$ cat src/rtl/mcpu_pkg.sv
// rtl/mcpu_pkg.sv - shared opcodes, state encodings and mux/ALU-op codes for the MCPU
package mcpu_pkg;

  localparam logic [5:0] OP_R    = 6'b000000;
  localparam logic [5:0] OP_LW   = 6'b100011;
  localparam logic [5:0] OP_SW   = 6'b101011;
  localparam logic [5:0] OP_BEQ  = 6'b000100;
  localparam logic [5:0] OP_BNE  = 6'b000101;
  localparam logic [5:0] OP_ADDI = 6'b001000;
  localparam logic [5:0] OP_ANDI = 6'b001100;
  localparam logic [5:0] OP_SLTI = 6'b001010;
  localparam logic [5:0] OP_J    = 6'b000010;

  typedef enum logic [3:0] {
    S_RST    = 4'd0,
    S_FETCH  = 4'd1,
    S_DECODE = 4'd2,
    S_MEMADR = 4'd3,
    S_MEMRD  = 4'd4,
    S_MEMWB  = 4'd5,
    S_MEMWR  = 4'd6,
    S_EXEC   = 4'd7,
    S_ALUWB  = 4'd8,
    S_BRANCH = 4'd9,
    S_IMMEX  = 4'd10,
    S_IMMWB  = 4'd11,
    S_JUMP   = 4'd12
  } state_t;

  localparam logic [2:0] ALUOP_ADD   = 3'b000;
  localparam logic [2:0] ALUOP_SUB   = 3'b001;
  localparam logic [2:0] ALUOP_FUNCT = 3'b010;
  localparam logic [2:0] ALUOP_AND   = 3'b011;
  localparam logic [2:0] ALUOP_SLT   = 3'b100;

  localparam logic [1:0] SRCB_B     = 2'b00;
  localparam logic [1:0] SRCB_FOUR  = 2'b01;
  localparam logic [1:0] SRCB_IMM   = 2'b10;
  localparam logic [1:0] SRCB_IMMSH = 2'b11;

  localparam logic [1:0] PCSRC_ALU    = 2'b00;
  localparam logic [1:0] PCSRC_ALUOUT = 2'b01;
  localparam logic [1:0] PCSRC_JUMP   = 2'b10;

  // Unknown opcodes map to S_FETCH, which the FSM treats as the illegal-instruction case.
  function automatic state_t decode_next(input logic [5:0] op);
    case (op)
      OP_LW, OP_SW:               return S_MEMADR;
      OP_R:                       return S_EXEC;
      OP_BEQ, OP_BNE:             return S_BRANCH;
      OP_ADDI, OP_ANDI, OP_SLTI:  return S_IMMEX;
      OP_J:                       return S_JUMP;
      default:                    return S_FETCH;
    endcase
  endfunction

endpackage

$ cat src/rtl/mcpu_main_control.sv
// rtl/mcpu_main_control.sv - multicycle main control FSM and retired-instruction counter
module mcpu_main_control
  import mcpu_pkg::*;
#(
  parameter int CNT_W = 32
) (
  input  logic             i_clk,
  input  logic             i_rst,
  input  logic [5:0]       i_opcode,
  input  logic             i_zero,
  input  logic             i_mem_ready,
  output logic             o_PCWrite,
  output logic             o_IorD,
  output logic             o_MemRead,
  output logic             o_MemWrite,
  output logic             o_IRWrite,
  output logic             o_RegDst,
  output logic             o_MemtoReg,
  output logic             o_RegWrite,
  output logic             o_ALUSrcA,
  output logic [1:0]       o_ALUSrcB,
  output logic [2:0]       o_ALUop,
  output logic [1:0]       o_PCSource,
  output logic [3:0]       o_state,
  output logic             o_instr_done,
  output logic             o_illegal,
  output logic [CNT_W-1:0] o_retired
);

  state_t             state_q, state_d;
  logic [CNT_W-1:0]   retired_q, retired_d;

  always_ff @(posedge i_clk or posedge i_rst) begin
    if (i_rst) begin
      state_q   <= S_RST;
      retired_q <= '0;
    end else begin
      state_q   <= state_d;
      retired_q <= retired_d;
    end
  end

  always_comb begin
    state_d      = S_FETCH;
    o_PCWrite    = 1'b0;
    o_IorD       = 1'b0;
    o_MemRead    = 1'b0;
    o_MemWrite   = 1'b0;
    o_IRWrite    = 1'b0;
    o_RegDst     = 1'b0;
    o_MemtoReg   = 1'b0;
    o_RegWrite   = 1'b0;
    o_ALUSrcA    = 1'b0;
    o_ALUSrcB    = SRCB_B;
    o_ALUop      = ALUOP_ADD;
    o_PCSource   = PCSRC_ALU;
    o_instr_done = 1'b0;
    o_illegal    = 1'b0;

    case (state_q)
      S_RST: state_d = S_FETCH;
      S_FETCH: begin
        o_MemRead = 1'b1;
        o_ALUSrcB = SRCB_FOUR;
        o_IRWrite = i_mem_ready;
        o_PCWrite = i_mem_ready;
        state_d   = i_mem_ready ? S_DECODE : S_FETCH;
      end
      S_DECODE: begin
        o_ALUSrcB = SRCB_IMMSH;
        state_d   = decode_next(i_opcode);
        o_illegal = (state_d == S_FETCH);
      end
      S_MEMADR: begin
        o_ALUSrcA = 1'b1;
        o_ALUSrcB = SRCB_IMM;
        state_d   = (i_opcode == OP_SW) ? S_MEMWR : S_MEMRD;
      end
      S_MEMRD: begin
        o_IorD    = 1'b1;
        o_MemRead = 1'b1;
        state_d   = i_mem_ready ? S_MEMWB : S_MEMRD;
      end
      S_MEMWB: begin
        o_MemtoReg   = 1'b1;
        o_RegWrite   = 1'b1;
        o_instr_done = 1'b1;
      end
      S_MEMWR: begin
        o_IorD       = 1'b1;
        o_MemWrite   = 1'b1;
        o_instr_done = i_mem_ready;
        state_d      = i_mem_ready ? S_FETCH : S_MEMWR;
      end
      S_EXEC: begin
        o_ALUSrcA = 1'b1;
        o_ALUop   = ALUOP_FUNCT;
        state_d   = S_ALUWB;
      end
      S_ALUWB: begin
        o_RegDst     = 1'b1;
        o_RegWrite   = 1'b1;
        o_instr_done = 1'b1;
      end
      S_BRANCH: begin
        // ALU subtract sets i_zero; the PC write is qualified here so the datapath needs no gate.
        o_ALUSrcA    = 1'b1;
        o_ALUop      = ALUOP_SUB;
        o_PCSource   = PCSRC_ALUOUT;
        o_PCWrite    = (i_opcode == OP_BEQ) ? i_zero : !i_zero;
        o_instr_done = 1'b1;
      end
      S_IMMEX: begin
        o_ALUSrcA = 1'b1;
        o_ALUSrcB = SRCB_IMM;
        case (i_opcode)
          OP_ANDI: o_ALUop = ALUOP_AND;
          OP_SLTI: o_ALUop = ALUOP_SLT;
          default: o_ALUop = ALUOP_ADD;
        endcase
        state_d = S_IMMWB;
      end
      S_IMMWB: begin
        o_RegWrite   = 1'b1;
        o_instr_done = 1'b1;
      end
      S_JUMP: begin
        o_PCSource   = PCSRC_JUMP;
        o_PCWrite    = 1'b1;
        o_instr_done = 1'b1;
      end
      default: state_d = S_FETCH;
    endcase
  end

  assign retired_d = retired_q + CNT_W'(o_instr_done);
  assign o_retired = retired_q;
  assign o_state   = state_q;

endmodule

$ cat config.mk
export PLATFORM = sky130hd
export DESIGN_NAME = mcpu_main_control
export DESIGN_NICKNAME = d
export VERILOG_FILES = /design/src/rtl/mcpu_pkg.sv /design/src/rtl/mcpu_main_control.sv
export SDC_FILE = /design/constraint.sdc
export NUM_CORES = 1
export LEC_CHECK = 0
export BUFFER_PORTS_ARGS = -buffer_cell sky130_fd_sc_hd__buf_2
export CORE_UTILIZATION = 35
export CTS_CLUSTER_SIZE = 30
export DETAILED_ROUTE_END_ITERATION = 7
export GPL_TIMING_DRIVEN = 1
export MAX_ROUTING_LAYER = met4
export PLACE_DENSITY = 0.62
export SLEW_MARGIN = 10
export SYNTH_ARGS = -nofsm -noshare
export SYNTH_HDL_FRONTEND = slang
export SYNTH_SLANG_ARGS = --single-unit
$ cat constraint.sdc
create_clock -name i_clk -period 2.43 [get_ports i_clk]
set_input_delay 0.486 -clock i_clk [delete_from_list [all_inputs] [get_ports i_clk]]
set_output_delay 0.486 -clock i_clk [all_outputs]
set_load 0.05 [all_outputs]
=== Yosys cells after proc, flatten, opt, wreduce, memory -nomap -nowiden ===
Cells that the tools add are included.

* Input port bits: 10
* Output and inout bits: 54
* Word-level logic and storage cells: 58
* Flip-flop bits (word level): 36

* Reduce and logical (&&, ||, !) cells: 11
* Add/sub/neg operators: 1
* Mux-type cells: 23
* Eq/ne operators: 21

{| class="wikitable"
|+ Operators by type and width
! operator !! number
|-
| 32-bit by 1-bit adder with 32-bit output || 1
|-
| 4-bit case mux with 7 select lines || 1
|-
| 4-bit == test (second input constant) || 5
|-
| 4-bit case mux with 5 select lines || 1
|-
| 6-bit by 4-bit == test with 1-bit output (second input constant) || 3
|-
| 4-bit by 3-bit == test with 1-bit output (second input constant) || 4
|-
| 6-bit by 3-bit == test with 1-bit output (second input constant) || 2
|-
| 6-bit == test (second input constant) || 2
|-
| 1-bit 2-to-1 mux || 11
|-
| 2-bit OR reduction || 5
|-
| 3-bit case mux with 3 select lines || 1
|-
| 4-bit by 1-bit == test with 1-bit output (second input constant) || 2
|-
| 4-bit by 2-bit == test with 1-bit output (second input constant) || 2
|-
| 6-bit by 2-bit == test with 1-bit output (second input constant) || 1
|-
| 6-bit logical NOT || 1
|-
| 2-bit case mux with 3 select lines || 1
|-
| 3-bit case mux with 2 select lines || 1
|-
| 3-bit OR reduction || 2
|-
| 5-bit OR reduction || 1
|-
| 2-bit 2-to-1 mux || 2
|-
| 4-bit 2-to-1 mux || 1
|-
| 2-bit case mux with 2 select lines || 1
|-
| 4-bit OR reduction || 1
|-
| 3-bit 2-to-1 mux || 1
|-
| other kinds (3) || 3
|}

=== Logic depth before layout (Yosys ltp) ===
* Depth after elaboration: 6
* Depth in mapped cells: 12
* Mapped depth without buffers: 10

=== Least setup slack after synthesis ===
OpenSTA, ideal clock, no wires.

* Path type: register to register
* From: register state_q[2], in the netlist o_state[2]
* To: register retired_q[24], in the netlist o_retired[24]
* Data required time: 2289 ps
* Stages on the path, launching flop included: 13
* Setup time: 141 ps
* Path buffers: 2
* Arrival time: 3986 ps
* Period minus slack after synthesis: 4127 ps
* Path slack: -1697 ps
* Path through: dfrtp_1 -> clkbuf_1 -> nand2b_1 -> nor2_1 -> a22oi_1 -> o21ai_0 -> ha_1 -> ha_1 -> and4_1 -> buf_2 -> nand2_1 -> or3_1 -> xnor2_1

* Longest elaborated chain between the ends: 4
* Elaborated cells between the ends (all ways): 9
* Classes of those cells: add/sub: 1; eq/ne: 6; mux: 1; reduce/logical: 1

{| class="wikitable"
|+ Ends and longest elaborated chain
! element !! RTL line !! source
|-
| start, declared || mcpu_main_control.sv:30 || <nowiki>state_t state_q, state_d;</nowiki>
|-
| start signal, assigned || mcpu_main_control.sv:38 || <nowiki>state_q <= state_d;</nowiki>
|-
| 4-bit == test or 4-bit by 3-bit == test with 1-bit output (tied branches) || mcpu_main_control.sv:60 || <nowiki>case (state_q)</nowiki>
|-
| 5-bit OR reduction (no source line) || - ||
|-
| 1-bit case mux with 2 select lines (*) || mcpu_main_control.sv:60 ||
|-
| net o_instr_done || mcpu_main_control.sv:25 || <nowiki>output logic o_instr_done,</nowiki>
|-
| 32-bit by 1-bit adder with 32-bit output (*) || mcpu_main_control.sv:136 || <nowiki>assign retired_d = retired_q + CNT_W'(o_instr_done);</nowiki>
|-
| net retired_d[24] || mcpu_main_control.sv:31 || <nowiki>logic [CNT_W-1:0] retired_q, retired_d;</nowiki>
|-
| end signal, assigned || mcpu_main_control.sv:39 || <nowiki>retired_q <= retired_d;</nowiki>
|-
| end, declared || mcpu_main_control.sv:31 ||
|}

Mark *: on every way through the listed nets, which the timed path passes. The rest lies on a longest branch.

=== Worst setup path in the final report ===
* From: register state_q[0], in the netlist o_state[0]
* To: output o_PCWrite

* Longest elaborated chain between the ends: 2
* Elaborated cells between the ends (all ways): 4
* Classes of those cells: eq/ne: 3; mux: 1

{| class="wikitable"
|+ Ends and longest elaborated chain
! element !! RTL line !! source
|-
| 4-bit == test or 4-bit by 1-bit == test with 1-bit output (tied branches) || mcpu_main_control.sv:60 ||
|-
| 1-bit case mux with 3 select lines (*) || mcpu_main_control.sv:60 ||
|-
| end, declared || mcpu_main_control.sv:12 || <nowiki>output logic o_PCWrite,</nowiki>
|}

Mark *: on every way between the ends. The rest lies on a longest branch, timed or not.

==> impl_metrics.py <==
metrics = {
    "worst_hold_path": {
        "hold_path.class": "primary input to async pin",
    },
    "synthesis": {
        "async_flop_share_pct": 100,
        "synth_seq_cells": 36,
        "syn_area_per_cell_um2": 9.60,
        "ys_warn_count": 0,
        "ys_types": 49,
        "synth_area_leaders": "dfrtp_1 44%, xnor2_1 7.7%, xor2_1 5.1%, nand2_1 3.3%, nor2_1 3.1%",
        "synth_nets": 226,
        "yosys.area.top_type": "dfrtp_1",
        "synth_area_um2": 2050,
        "synth_edf_count": 0,
        "ys.flop_type": "dfrtp_1",
        "yosysTopAreaCellShare_pct": 43.8,
        "yosysSeqAreaShare_pct": 43.8,
        "netlist_instances": 214,
        "synth.cells.most_frequent": "36 x dfrtp_1, 18 x nand2_1, 18 x xnor2_1",
        "yosysMostFrequentCell": "dfrtp_1",
    },
    "worst_setup_path": {
        "crit_chain": "buf_4, nor2b_1, nand2_1, o32ai_2, buf_2",
        "path_class": "flop to output port",
        "r2r_start": "o_state[3]",
        "cp.arrival_ns": 1.81,
        "crit_family": "buffers and inverters",
        "r2r.worst_path.cells": 10,
        "cp.required_ns": 1.94,
        "r2r_slack_ns": 0.19,
        "crit_path_end_kind": "output port",
        "crit_path_top_delay_cell": "dfrtp_2",
        "startpoint_type": "flop",
        "worst-path-buf-inv": 2,
        "r2r_end": "o_retired[30]",
        "slowest_delay_ns": 0.37,
        "cp_max_fo": 15,
    },
    "routing": {
        "drt_wl_total_mm": 5.05,
        "antenna_left": 0,
        "vias": 1833,
        "drc": 0,
        "vias_per_cell": 5.13,
        "drt_iter0_drc": 83,
        "post_drt_wl_per_cell_um": 14.1,
        "first_pass_iters": 4,
    },
    "global_route": {
        "grt_overflow": 0,
        "grt_antenna_before_repair": 0,
        "grt_util_met3_pct": 3.37,
        "grt_pass1_wl_mm": 8.31,
        "met1_usage_pct": 25.5,
        "top_usage_layer": "met1",
        "grt_max_degree": 37,
        "grt_use_total_pct": 17.5,
        "grt_util_met2_pct": 24.3,
        "grt_pass1_vias": 1703,
    },
    "pwr": {
        "vdd_ir_drop_max_v": 0.000932,
        "total_power_uw": 2550,
        "p_leak_uw": 0.00137,
        "p_per_area_nw_per_um2": 949,
    },
    "floorplanning": {
        "initial_utilization_pct": 36.9,
        "die_area_um2": 6180,
        "coreArea_um2": 5570,
        "die-width_um": 78.6,
        "die_h_um": 78.6,
        "ios": 64,
        "num_rows": 27,
    },
    "placed_design": {
        "gp_congestion": 0.896,
        "dpl.cell_count": 346,
        "dpl_cell_area_um2": 2570,
        "io_buffers": 63,
        "place_hpwl_mm": 3.68,
    },
    "cts": {
        "cts_buffers": 5,
        "cts_buffer_depth": 2,
        "cts_sinks": 36,
        "cts_tree": "done",
        "htree_levels": 2,
        "clk_pin_slew_ns": 0.07,
        "clock_latency_ns": 0.28,
        "root_buffer": "clkbuf_8",
    },
    "cells_and_area": {
        "insertedDiodeCount": 0,
        "fin_nets": 296,
        "synthToLayoutAreaGrowth_pct": 30.8,
        "fin_area_um2": 2690,
        "fin_cells": 357,
        "drive_above_1_share_pct": 37.2,
        "fillers": 540,
    },
    "timing": {
        "timing.fmax_mhz": 436,
        "drv_slew": 0,
        "setup_violations": 0,
        "skew_ns": 0.00401,
        "worstMarginPinSlew_ns": 0.505,
        "period_needed_ns": 2.30,
        "grt_setup_unrepaired": "false",
        "final.period_utilization_pct": 94.4,
        "relSlewSlack_pct": 65.5,
        "finalHoldViolCount": 0,
    },
    "status": {
        "outcome": "complete, no violations",
    },
    "flow_run": {
        "drv_cap": 0,
    },
}
final cells by class:
type | count | area [µm²] | area share (%)
clock inverters | 1 | 7.51 | 0.279
multi-input cells | 162 | 1190 | 44.3
clock buffers | 7 | 86.3 | 3.21
repair buffers | 72 | 380 | 14.2
flip-flops and latches | 36 | 906 | 33.7
well taps | 72 | 90.1 | 3.35
inverters | 7 | 26.3 | 0.978
worst max path at each step:
stage               start             to  cells past startpoint
2_1_floorplan  o_state[2]  o_retired[22]                     12
3_3_place_gp   o_state[0]  o_retired[22]                     10
3_5_place_dp   o_state[2]  o_retired[22]                     10
4_1_cts        o_state[2]      o_illegal                      6
5_1_grt        o_state[3]     o_ALUop[1]                      6
6_report       o_state[0]      o_PCWrite                      5
logic make-up (layout without fill, tap and decap cells):
family	Yosys count	after routing	share of synthesized area, %
DFF	36	36	43.8
adders and majority gates	3	3	1.71
AOI/OAI and AO/OA	27	27	9.01
and+or+nand+nor	101	101	28.4
xor gates and xnor gates	31	31	13.6
buffers and inverters	16	87	3.41
cell usage in the layout, fill, tap and decap left out, types with 6 or more instances in the layout:
cell      instances
xnor2_1          18
dfrtp_1          32
clkbuf_8          6
buf_2            63
nand2_1          17
inv_1             7
xor2_1           12
and3_1            6
nand3_1          10
nor3_1            6
nand4_1           6
nor2_1           15
buf_4             8
and4_1            6
through the flow:
step                      setup WS, ns  hold slack (ns)  setup TNS, ns  utilization [%]
after global routing           0.00471            0.337              0             48.2
after detailed placement         0.112            0.458              0             46.1
final                            0.135            0.302              0             48.2
after global placement           0.205            0.451              0             46.1
after floorplan                 -0.332            0.578          -2.34                -
after CTS                        0.111            0.314              0             47.8
state kept, by name (all words and copies together) (netlist names):
signal and count:
o_retired 32, o_state 4
tightest hold or removal path: stages:
cell and delay (ns):
buf_2 0.09, inv_1 0.04, buf_4 0.40
metal layers:
metal	wire [µm]	part of all wire, %	up-vias
met2	2170	43	57
met1	2560	51	870
met3	257	5.1	7
li1	-	-	899
met5	0	0	-
met4	59	1.2	0
report_power, final:
part	total (µW)	internal [µW]	switching (µW)
logic	1350	373	981
clock network	437	230	207
registers	758	671	86.9
what timing repair did:
item / in CTS / in global routing
setup buffers: 0 / 3
resized for setup: 0 / 2
hold buffers: 0 / 0
setup endpoints to repair: 0 / 6
Power figures use the tool's default switching activity.
